--- src/rtl/qtr_rc_reader.sv ---
// RC reflectance array reader: charge, release and time each line's discharge.
// clk/reset/enable in; sensor_in/oe/out pads; emitter_on, direction_command, sample_valid, busy out.
module qtr_rc_reader #(
  parameter int N_SENS            = 8,
  parameter int LED_SETTLE_CYCLES = 2500,
  parameter int CHARGE_CYCLES     = 500,
  parameter int THRESH_CYCLES     = 50000,
  parameter int TIMEOUT_CYCLES    = 150000,
  parameter int CNT_W             = 18
) (
  input  logic              clk,
  input  logic              reset,
  input  logic              enable,
  input  logic [N_SENS-1:0] sensor_in,
  output logic [N_SENS-1:0] sensor_oe,
  output logic [N_SENS-1:0] sensor_out,
  output logic              emitter_on,
  output logic [N_SENS-1:0] direction_command,
  output logic              sample_valid,
  output logic              busy
);

  typedef enum logic [2:0] {
    IDLE,
    SETTLE,
    CHARGE,
    MEASURE,
    LATCH
  } state_t;

  localparam logic [CNT_W-1:0] ONE         = CNT_W'(1);
  localparam logic [CNT_W-1:0] SETTLE_LAST = CNT_W'(LED_SETTLE_CYCLES - 1);
  localparam logic [CNT_W-1:0] CHARGE_LAST = CNT_W'(CHARGE_CYCLES - 1);
  localparam logic [CNT_W-1:0] TO_LAST     = CNT_W'(TIMEOUT_CYCLES - 1);
  localparam logic [CNT_W-1:0] TO_VAL      = CNT_W'(TIMEOUT_CYCLES);
  localparam logic [CNT_W-1:0] TH_VAL      = CNT_W'(THRESH_CYCLES);

  state_t            state;
  logic [N_SENS-1:0] sync1;
  logic [N_SENS-1:0] sync2;
  logic [N_SENS-1:0] done;
  logic [CNT_W-1:0]  cnt;
  logic [CNT_W-1:0]  t     [N_SENS];
  logic [CNT_W-1:0]  t_nxt [N_SENS];
  logic [N_SENS-1:0] hit;
  logic [N_SENS-1:0] done_nxt;
  logic [N_SENS-1:0] dark_nxt;
  logic              meas_exit;

  // Capture times as they will stand after this MEASURE cycle, so the
  // pattern can be latched together with the valid pulse.
  always_comb begin
    hit       = ~sync2 & ~done;
    done_nxt  = done | hit;
    meas_exit = (&done_nxt) || (cnt == TO_LAST);
    dark_nxt  = '0;
    for (int i = 0; i < N_SENS; i++) begin
      t_nxt[i] = t[i];
      if (hit[i])
        t_nxt[i] = cnt;
      else if (meas_exit && !done[i])
        t_nxt[i] = TO_VAL;
      dark_nxt[i] = (t_nxt[i] >= TH_VAL);
    end
  end

  always_ff @(posedge clk or posedge reset) begin
    if (reset) begin
      state             <= IDLE;
      sync1             <= '0;
      sync2             <= '0;
      done              <= '0;
      cnt               <= '0;
      sensor_oe         <= '0;
      sensor_out        <= '0;
      emitter_on        <= 1'b0;
      direction_command <= '0;
      sample_valid      <= 1'b0;
      busy              <= 1'b0;
      for (int i = 0; i < N_SENS; i++)
        t[i] <= '0;
    end else begin
      sync1        <= sensor_in;
      sync2        <= sync1;
      sample_valid <= 1'b0;
      unique case (state)
        IDLE: begin
          if (enable) begin
            state      <= SETTLE;
            emitter_on <= 1'b1;
            busy       <= 1'b1;
            cnt        <= '0;
          end
        end
        SETTLE: begin
          if (cnt == SETTLE_LAST) begin
            state      <= CHARGE;
            cnt        <= '0;
            sensor_oe  <= '1;
            sensor_out <= '1;
          end else begin
            cnt <= cnt + ONE;
          end
        end
        CHARGE: begin
          if (cnt == CHARGE_LAST) begin
            state      <= MEASURE;
            cnt        <= '0;
            sensor_oe  <= '0;
            sensor_out <= '0;
            done       <= '0;
          end else begin
            cnt <= cnt + ONE;
          end
        end
        MEASURE: begin
          done <= done_nxt;
          for (int i = 0; i < N_SENS; i++)
            t[i] <= t_nxt[i];
          if (meas_exit) begin
            state             <= LATCH;
            emitter_on        <= 1'b0;
            direction_command <= dark_nxt;
            sample_valid      <= 1'b1;
          end else begin
            cnt <= cnt + ONE;
          end
        end
        LATCH: begin
          cnt <= '0;
          if (enable) begin
            state      <= SETTLE;
            emitter_on <= 1'b1;
          end else begin
            state <= IDLE;
            busy  <= 1'b0;
          end
        end
        default: state <= IDLE;
      endcase
    end
  end

endmodule

--- config.mk ---
export PLATFORM = sky130hd
export DESIGN_NAME = qtr_rc_reader
export DESIGN_NICKNAME = d
export VERILOG_FILES = /design/src/rtl/qtr_rc_reader.sv
export SDC_FILE = /design/constraint.sdc
export NUM_CORES = 1
export LEC_CHECK = 0
export CORE_ASPECT_RATIO = 0.5
export CORE_MARGIN = 2
export CORE_UTILIZATION = 55
export CTS_BUF_LIST = sky130_fd_sc_hd__clkbuf_2 sky130_fd_sc_hd__clkbuf_4 sky130_fd_sc_hd__clkbuf_8
export DETAILED_ROUTE_END_ITERATION = 8
export GPL_TIMING_DRIVEN = 0
export PLACE_DENSITY = 0.81
export SLEW_MARGIN = 5
export SYNTH_ARGS = -nofsm -noshare
export SYNTH_HDL_FRONTEND = slang
export SYNTH_SLANG_ARGS = --single-unit
--- constraint.sdc ---
create_clock -name clk -period 8.4 [get_ports clk]
set_clock_uncertainty 0.1 [all_clocks]
set_input_delay 1.68 -clock clk [delete_from_list [all_inputs] [get_ports clk]]
set_output_delay 1.68 -clock clk [all_outputs]
set_load 0.005 [all_outputs]
# == Word-level counts from Yosys, hierarchy flattened ==
# Cells that the tools add are included.
# classes
n_addsub,1
n_lt_le_gt_ge,8
eq_ne,14
mux,38
bitwise_logic,4
reduce_logical,32
# op_table
operator,count
two-way mux 18 bit,20
greater-or-equal comparator 18 x 16 -> 1 bit (second input constant),8
case mux 18 bit (5 select lines),1
case mux 8 bit (2 select lines),2
adder 18 x 1 -> 18 bit (second input constant),1
equality test 18 x 12 -> 1 bit (second input constant),1
equality test 18 bit (second input constant),1
equality test 18 x 9 -> 1 bit (second input constant),1
two-way mux 8 bit,2
inverter 8 bit,2
case mux 3 bit (5 select lines),1
two-way mux 3 bit,4
!= test 2 bit (second input constant),6
AND reduction 3 bit,4
AND 8 bit,1
logical AND 1 bit,8
zero test 1 bit,8
OR 8 bit,1
AND reduction 8 bit,1
nonzero test 2 bit,4
equality test 3 x 2 -> 1 bit (second input constant),2
two-way mux 1 bit,6
nonzero test 5 bit,1
case mux 1 bit (2 select lines),2
8 further kinds,9
# word_totals
regBits,208
inputBits,11
out_inout_bits,27
word_cells,115

# == Longest topological paths before layout ==
# logic_depth
ltp_word,9
mapped_depth,12
ltp_nobuf,9

# == Worst setup path before layout ==
# OpenSTA, ideal clock, no wires.
# synth_timing
path_kind,input -> register
start,input port enable
end,register cnt[6]
setup_time_ps,121
t_arrival_ps,2562
required_time_ps,8179
slack_ps,5617
cell_stages,6
path_buffers,1
path_cell_list,nor4_1 > a21oi_1 > nand2_1 > clkbuf_1 > o21ai_0 > a22o_1
# synth_between
elab_chain_cells,2
# synth_lines
element,line_no,text
from (decl),13,"input logic enable,"
!= test 2 bit (no line),n/a,
AND reduction 3 bit (no line),n/a,
to (signal assigned),102,cnt <= cnt + ONE;
to (signal assigned),113,cnt <= cnt + ONE;
to (signal assigned),126,cnt <= cnt + ONE;
to (decl),42,logic [CNT_W-1:0] cnt;
# Every way passes these cells.
# A chain may end at the register's enable or synchronous reset.

==> flow_metrics.py <==
metrics = {
    "global_route": {
        "grt_pass1_vias": 6132,
        "antenna_found_initial": 0,
        "grt_max_degree": 112,
        "grt_pass1_wl_um": 34100,
        "grtUsageTotal": 0.3085,
        "grt_overflow": 0,
    },
    "clocking": {
        "post_cts_resized": 0,
        "cts_buffer_depth": 2,
        "cts-root-buf": "clkbuf_8",
        "h-tree-depth": 4,
        "post_cts_buffers": 0,
        "clkTransAtPathRegs_ps": 90,
        "ctsHoldBuffers": 0,
        "cts_tree": "done",
        "cts.sinks": 169,
        "cts_buffers": 17,
        "clk_latency_ps": 470,
    },
    "timing": {
        "finalHoldViolCount": 0,
        "worst_slew_pin_slew_ps": 1282,
        "maxSlewViolCount": 0,
        "worst_slack_ps": 4782,
        "final.min_clock_period_ps": 3618,
        "timing.final.crit_share": 0.4307,
        "setup_tns_ps": 0,
        "setup_viol": 0,
        "rsz0062_at_grt": "false",
        "relSlewSlack": 0.1375,
        "max_freq_mhz": 276.4,
    },
    "power": {
        "report.power.total_mw": 1.514,
        "power_density_nw_per_um2": 172.2,
        "max-vdd-ir-drop_mv": 0.1156,
        "p_leak_nw": 3.861,
    },
    "logic_synthesis": {
        "ys_warn_count": 0,
        "syn_nets": 756,
        "ys.flop_type": "dfrtp_1",
        "seq_area_frac_synth": 0.5490,
        "avgSynthCellArea_um2": 10.35,
        "yosys_register_bits": 169,
        "synthArstFlopShare": 1.000,
        "syn_inst": 744,
        "ys_types": 57,
        "synth_area_um2": 7704,
        "synth_edf_count": 0,
    },
    "setup_path": {
        "worst-path-max-fanout": 18,
        "critPathLaunch": "sensor_out[6]",
        "crit_family": "buffers and inverters",
        "crit_type": "flip-flop to output port",
        "reg2reg_from": "cnt[12]",
        "critical_path.max_stage_delay_ps": 660,
        "cp.arrival_ps": 1840,
        "critPathSlowestCell": "dfrtp_1",
        "cp.buffers_inverters": 2,
        "required_ps": 6620,
        "crit_chain": "buf_4 > clkdlybuf4s50_1",
        "crit_path_start_kind": "flip-flop",
        "end_kind": "output port",
    },
    "place": {
        "dp_slack_ps": 4870,
        "placed_area_um2": 8349,
        "portBuffers": 37,
        "dp_hpwl_um": 14380,
        "gpl.final_weighted_congestion": 0.9338,
    },
    "min_path": {
        "hold_start": "sync1[3]",
        "hold_class": "flip-flop to flip-flop",
    },
    "finish": {
        "fin_area_um2": 8788,
        "nets": 813,
        "seqCellArea_um2": 4229,
        "fillers": 1072,
        "n_antenna_cell": 0,
        "drive_above_1_share": 0.09225,
        "multiInputGateArea_um2": 3068,
        "area_growth_pct": 14.08,
    },
    "run": {
        "cap_violations": 0,
    },
    "drt": {
        "drc_errors": 0,
        "antenna_left": 0,
        "via_per_inst": 6.703,
        "vias": 6737,
        "wire_per_inst_um": 21.94,
        "drt_iter0_drc": 861,
        "first_pass_iters": 6,
        "wl_um": 22050,
    },
    "floorplanning": {
        "die_x_um": 171.4,
        "dieHeight_um": 87.69,
        "ios": 38,
        "fp-row-count": 30,
        "die_area_um2": 15030,
        "coreArea_um2": 13630,
        "start_util": 0.5654,
    },
    "status": {
        "outcome": "completed",
    },
}
## kinds of logic after synthesis
group / synth area share
AO/OA/AOI/OAI: 0.2670
AND/OR/NAND/NOR: 0.1281
flip-flops: 0.5490
buffers and inverters: 0.05278
multiplexers: 0.001462
adder cells (fa/ha/maj): 0.001624
## final timing paths
kind,slack (ps),end,cells after the start
setup / recovery,4780,sensor_out[0],2
hold / removal,260,sync2[3],0
setup reg to reg,5260,cnt[13],10
hold reg to reg,260,sync2[3],0
max in group asynchronous,5800,cnt[4],3
min in group asynchronous,1520,t[65],2
## layout by cell type, fill, tap and decap left out, types with 4 or more instances in the layout
cell type / Yosys / final
nand2b_1: 6 / 6
o22ai_1: 28 / 28
nor3b_1: 6 / 6
nor4_1: 7 / 7
o211ai_1: 4 / 4
nand3_1: 16 / 16
dfrtp_1: 169 / 169
a21o_1: 6 / 6
clkdlybuf4s50_1: 0 / 37
a211oi_1: 4 / 4
a21oi_1: 26 / 26
clkbuf_8: 0 / 18
nand2_1: 58 / 58
nor2_1: 58 / 58
and3_1: 7 / 7
nor3_1: 8 / 8
o221ai_1: 4 / 4
buf_4: 15 / 15
or2_2: 9 / 9
or4_1: 4 / 4
clkbuf_1: 46 / 46
o21ai_0: 51 / 51
a31oi_1: 12 / 12
o31ai_1: 10 / 10
buf_2: 9 / 9
o22a_1: 57 / 57
a22oi_1: 5 / 5
o41ai_1: 4 / 4
a22o_1: 48 / 48
a32o_1: 5 / 5
inv_1: 14 / 13
and2_1: 12 / 12
bufinv_16: 0 / 4
## sequential cells by signal (all words and copies together) (netlist names)
signal	count
busy	1
sync1	8
sample_valid	1
emitter_on	1
cnt	18
sensor_out	1
state	3
sync2	8
done	8
direction_command	8
t	112
## cells in the mapped netlist, drive strengths merged (4+ instances only)
master	number	share of area
nor3	8	0.0052
o21ai	51	0.033
a32o	5	0.0065
buf	26	0.022
nor3b	6	0.0058
o221ai	4	0.0045
a22o	48	0.055
or4	4	0.0039
nand4	4	0.0041
nand3	16	0.010
o31ai	10	0.0097
a21o	6	0.0058
a21oi	29	0.022
clkbuf	47	0.023
nor2	58	0.028
and3	7	0.0057
o22a	57	0.065
a211oi	4	0.0039
nand2b	6	0.0049
o41ai	4	0.0045
a22oi	5	0.0049
dfrtp	169	0.55
o22ai	28	0.023
a31oi	12	0.0097
inv	14	0.0068
nand2	58	0.028
o211ai	4	0.0039
or2	9	0.0073
and2	12	0.0097
nor4	7	0.0057
## stage by stage
stage                     instances    util  hold slack [ps]
after floorplan                 744       -            231.2
after global placement          973  0.6102            231.6
final                          1005  0.6450            255.6
after detailed placement        974  0.6128            234.7
after global routing           1005  0.6450            265.9
after CTS                      1005  0.6450            255.6
## where the power goes
part	switching (mW)	internal, mW	leakage (nW)
Clock	0.301	0.342	0.213
Combinational	0.0332	0.0169	1.36
Sequential	0.00412	0.817	2.29
## area by class of cell
class / count / share of cell area
clock inverters: 10 / 0.01922
clock buffers: 21 / 0.03075
multi-input cells: 487 / 0.3491
flip-flops and latches: 169 / 0.4812
plain buffers: 73 / 0.03986
repair buffers: 38 / 0.04527
well taps: 192 / 0.02733
inverters: 15 / 0.007261
## routing by layer
layer | track usage | vias to the layer above | share of wire
met5 | 0 | - | 0
met4 | 0.1425 | 0 | 0.036
met3 | 0.08947 | 80 | 0.13
met2 | 0.4465 | 499 | 0.42
met1 | 0.4350 | 3268 | 0.41
li1 | - | 2890 | -
## worst reg2reg max path: cells and delay by family (launching register included)
kind / cells / cell delay (ps)
flip-flops: 1 / 370
AND/OR/NAND/NOR: 4 / 1220
buffers and inverters: 4 / 810
AO/OA/AOI/OAI: 2 / 500
Power figures use the tool's default switching activity.
